<file path="src/rtl/image_in_loader.sv">
// image_in_loader: streams an 8-bit image into data memory, then raises start_io until the processor reports done.
module image_in_loader #(
    parameter int WIDTH     = 24,
    parameter int PIXELS    = 90000,
    parameter int BASE_ADDR = 302
) (
    input  logic             clk,
    input  logic             rst_n,
    input  logic             load_req,
    input  logic             px_valid,
    input  logic [7:0]       px_data,
    output logic             px_ready,
    input  logic             proc_done,
    output logic             mem_sel,
    output logic             mem_we,
    output logic [WIDTH-1:0] mem_addr,
    output logic [WIDTH-1:0] mem_wd,
    output logic             start_io,
    output logic             busy,
    output logic             done
);
    typedef enum logic [1:0] {IDLE, LOAD, FLUSH, RUN} state_t;
    localparam logic [16:0]      LAST = 17'(PIXELS - 1);
    localparam logic [WIDTH-1:0] BASE = WIDTH'(BASE_ADDR);
    state_t           state_q, state_d;
    logic [16:0]      cnt_q, cnt_d;
    logic             mem_we_q, mem_we_d;
    logic [WIDTH-1:0] mem_addr_q, mem_addr_d;
    logic [WIDTH-1:0] mem_wd_q, mem_wd_d;
    logic             done_q, done_d;
    logic             xfer;
    assign px_ready = state_q == LOAD;
    assign mem_sel  = state_q == LOAD || state_q == FLUSH;
    assign start_io = state_q == RUN;
    assign busy     = state_q != IDLE;
    assign xfer     = px_ready && px_valid;
    assign mem_we   = mem_we_q;
    assign mem_addr = mem_addr_q;
    assign mem_wd   = mem_wd_q;
    assign done     = done_q;
    // Writes are registered: a transfer this cycle appears on the memory port next cycle.
    always_comb begin
        state_d    = state_q;
        cnt_d      = xfer ? cnt_q + 17'd1 : cnt_q;
        mem_we_d   = xfer;
        mem_addr_d = xfer ? BASE + WIDTH'(cnt_q) : mem_addr_q;
        mem_wd_d   = xfer ? WIDTH'(px_data) : mem_wd_q;
        done_d     = 1'b0;
        case (state_q)
            IDLE:  state_d = load_req ? LOAD : IDLE;
            LOAD:  state_d = (xfer && cnt_q == LAST) ? FLUSH : LOAD;
            FLUSH: begin
                state_d = RUN;
                cnt_d   = '0;
            end
            RUN: begin
                state_d = proc_done ? IDLE : RUN;
                done_d  = proc_done;
            end
            default: state_d = IDLE;
        endcase
    end
    always_ff @(posedge clk or negedge rst_n) begin
        if (!rst_n) begin
            state_q    <= IDLE;
            cnt_q      <= '0;
            mem_we_q   <= 1'b0;
            mem_addr_q <= '0;
            mem_wd_q   <= '0;
            done_q     <= 1'b0;
        end else begin
            state_q    <= state_d;
            cnt_q      <= cnt_d;
            mem_we_q   <= mem_we_d;
            mem_addr_q <= mem_addr_d;
            mem_wd_q   <= mem_wd_d;
            done_q     <= done_d;
        end
    end
endmodule

</file>
<file path="config.mk">
export PLATFORM = sky130hd
export DESIGN_NAME = image_in_loader
export DESIGN_NICKNAME = d
export VERILOG_FILES = /design/src/rtl/image_in_loader.sv
export SDC_FILE = /design/constraint.sdc
export NUM_CORES = 1
export LEC_CHECK = 0
export BUFFER_PORTS_ARGS = -buffer_cell sky130_fd_sc_hd__clkbuf_2
export CORE_ASPECT_RATIO = 2
export CORE_UTILIZATION = 40
export CTS_BUF_LIST = sky130_fd_sc_hd__clkbuf_2 sky130_fd_sc_hd__clkbuf_4 sky130_fd_sc_hd__clkbuf_8
export DETAILED_ROUTE_END_ITERATION = 10
export GPL_TIMING_DRIVEN = 0
export SKIP_CTS_REPAIR_TIMING = 1
export SYNTH_ARGS = -nofsm -noshare
export SYNTH_HDL_FRONTEND = slang
export SYNTH_SLANG_ARGS = --single-unit
</file>
<file path="constraint.sdc">
create_clock -name clk -period 2.2 [get_ports clk]
set_input_delay 0.22 -clock clk [delete_from_list [all_inputs] [get_ports clk]]
set_output_delay 0.22 -clock clk [all_outputs]
set_load 0.03 [all_outputs]
</file>
==> impl_results.md <==
* Status: finished, final reports clean
* Post-synthesis xor/xnor area fraction at 0.0439
* Critical Path End Type: register
* Share of the synthesized area in the top cell type at 0.453
* GRT overflow at 0
* Crit-path slowest cell: or4_4
* Largest net degree at the start of global routing at 48
* Synth warn at 0
* Adder-cell share of the synthesized area at 0.0386
* DR pass1 iterations at 4
* Crit path DAT at roughly 2.3 ns
* Max Buffers Root-to-Sink at 2
* Layout cells sized above 1 at 0.246
* RD Place Congestion at 0.848
* Final hold violations at 0
* Max-slew violations at 0
* Req. time, crit path at ~2.4 ns
* Final hold slack at about 0.1 ns
* DRC Markers at 0
* Critical path class: register to register
* Grt peak-use layer: met2
* Leak Pwr at 1.57 nW
* Share of the yosys chip area belonging to registers at 0.453
* Part of the power in registers at 0.377
* Via Count at around 2,200
* Yosys reg bits at between 40 and 50
* FP Rows at slightly above 40
* Slew headroom at 0.222
* Post-synthesis mux area share at 0.0169
* Period utilisation layout at 0.953
* Met3 usage in global routing at 0.0324
* Setup violators final at 0
* CTS tree: yes
* Avg Inst Size Synth at 9.07 sq um
* Initial antenna violation count at 0
* Die height at between 100 and 150 microns
* Power Density at ~1100 nW/um^2
* Slew @ Worst Pin at about 1.2 ns
* Worst setup SP type: register
* WL final at 5900 microns
* Fmax at between 400 and 500 MHz
* Clk_skew at 0.00667 ns
* Die area at roughly 6800 sq um
* Cell Chain, Critical Path: clkbuf_1, nand2_1, or4_4, nor2_1, mux2_1
* Switch share at 0.446
* Logic pwr share at 0.437
* H-tree Lvls at 2
* Nets at ~380
* Pint at slightly below 2 mW
* Yosys top cell by area: dfrtp_1
* Synth area leaders: dfrtp_1 (45%), buf_4 (6.9%), nand2_1 (6.2%)
* Met1 usage in global routing at 0.194
* Clock power frac at 0.186
* Number of global-route vias before repair at around 2,000
* CTS Sinks at 47
* Worst-path maximum fanout at 8
* Final worst slack at 0.104 ns
* Power Total at 3.56 mW
* Largest family of logic cells by synthesized area: simple AND/OR/NAND/NOR gates
* Layout Cells excl Fill at 443
* TritonCTS Buffers at 5
* Dpl ws at -0.0839 ns
* First-pass GRT wire length at 9610 microns
* RSZ-0062 raised after global routing: false
* Placed Cells at about 440
* Cells after synthesis at between 200 and 300
* Core footprint at about 6300 sq um
* Post-Syn Area at 2590 sq um
* P_sw at 1.59 mW
* Area after DPL at about 3000 sq um
* Inserted Diodes at 0
* Clk root buf: clkbuf_8
* Slowest Stage Delay on Critical Path at roughly 0.6 ns
* Synth Area in Simple Gates at 0.244
* Io pins at 67
* Post-DP HPWL at 4500 microns
* Filler cell count at approximately 660
* Clk pin slew, worst setup/hold paths at around 0.09 ns
* Hold Path Class: primary input to register
* Synth unique cells at 44
* Area grow syn2layout at 20.7%
* Initial DRC Count at 66
* Die width at just under 60 microns
* Routed Antenna Nets at 0
* Fin crit period at about 2.1 ns
* Synth Area in Compound Gates at 0.0902
* Maxcap violations at 0
* DR WL/cell at around 13 microns
* GR Util met2 at 0.361
* Vias per cell at 4.89
* Worst IR drop on VDD at roughly 0.58 mV
* GRT Overall Usage at 0.190
* Clock latency on the worst-skew pair at around 0.31 ns
* Port bufs at 44
* Post-Layout Inst Area at between 3000 and 4000 sq um
* Starting Density at 0.414
-- through the flow --
step	util	setup TNS, ns
after floorplan	-	0
after global placement	0.480	-0.0385
after detailed placement	0.480	-0.0839
after CTS	0.499	-0.102
after global routing	0.500	0
final	0.500	0
-- logic make-up (layout without fill, tap and decap cells) --
family                     after synthesis  count (layout)
and+or+nand+nor                        126             126
buffers and inverters                   50             100
DFF                                     47              47
AOI/OAI and AO/OA                       37              37
xor gates and xnor gates                13              13
adders and majority gates                8               8
muxes                                    4               4
other                                    1              22
-- cells in the mapped netlist, drive strengths merged --
cell	instances
and2	1
conb	1
ha	8
and3	3
nand3	10
o211ai	1
o31a	1
a21oi	8
mux2	3
buf	29
nand2b	2
or4	7
nor3	3
a211oi	1
a221o	1
nor2	25
clkbuf	12
or3	5
xnor2	9
a32o	1
o31ai	4
nor4b	1
nor4	7
dfrtp	47
nand4	10
or4b	1
o211a	1
nand2	43
nand3b	1
xor2	4
a31oi	7
nor2b	6
o21bai	1
or2	1
inv	9
mux2i	1
o21ai	11
-- worst paths after layout --
kind | cells after the start | slack [ns] | end | startpoint
max | 5 | 0.10 | cnt_q[15]$_DFFE_PN0P_ | cnt_q[6]$_DFFE_PN0P_
min | 3 | 0.10 | mem_wd[5]$_DFFE_PN0P_ | px_data[5]
min in group asynchronous | 1 | 0.13 | mem_wd[5]$_DFFE_PN0P_ | rst_n
max in group asynchronous | 1 | 1.28 | cnt_q[2]$_DFFE_PN0P_ | rst_n
min reg2reg | 2 | 0.48 | mem_addr[5]$_DFFE_PN0P_ | mem_addr[5]$_DFFE_PN0P_
max reg2reg | 5 | 0.10 | cnt_q[15]$_DFFE_PN0P_ | cnt_q[6]$_DFFE_PN0P_
-- cells in the final DEF, fill, tap and decap left out, drive strengths merged, types with 6 or more instances in the layout --
| cell type | count |
|---|---|
| a21oi | 8 |
| a31oi | 7 |
| buf | 29 |
| clkbuf | 60 |
| conb | 22 |
| dfrtp | 47 |
| ha | 8 |
| inv | 9 |
| nand2 | 43 |
| nand3 | 10 |
| nand4 | 10 |
| nor2 | 25 |
| nor2b | 6 |
| nor4 | 7 |
| o21ai | 11 |
| or4 | 7 |
| xnor2 | 9 |
-- power groups by stage --
stage	clock network [mW]	logic (mW)	registers [mW]
after floorplan	0	0.737	1.73
after CTS	0.685	1.59	1.32
final	0.662	1.55	1.34
after detailed placement	0	1.58	1.34
after global routing	0.716	1.71	1.38
after global placement	0	1.57	1.33
-- final cells by class --
class,instances,area (sq um),area share
repair buffers,44,220,0.0703
plain buffers,39,249,0.0795
inverters,9,33.8,0.0108
multi-input cells,210,1230,0.392
clock buffers,6,82.6,0.0264
flip-flops and latches,47,1180,0.376
well taps,86,108,0.0344
clock inverters,2,35.0,0.0112
-- metal layers --
layer | part of all wire | routed length [microns] | vias to the layer above
met5 | 0 | 0 | -
met4 | 0.022 | 129 | 0
met3 | 0.040 | 235 | 9
met2 | 0.56 | 3330 | 67
met1 | 0.37 | 2210 | 1011
li1 | - | - | 1078
-- sequential cells by signal, indices dropped and copies added, names as in the netlist --
| signal | flops |
|---|---|
| cnt_q | 17 |
| done | 1 |
| mem_addr | 18 |
| mem_wd | 8 |
| mem_we | 1 |
| state_q | 2 |
-- critical path: cells and delay by family, from the launching register on --
kind / cells / cell delay [ns]
buf+inv: 1 / 0.30
flops: 1 / 0.34
mux: 1 / 0.33
simple gates: 3 / 1.02
Note: power is estimated with default switching activity, not from simulation.
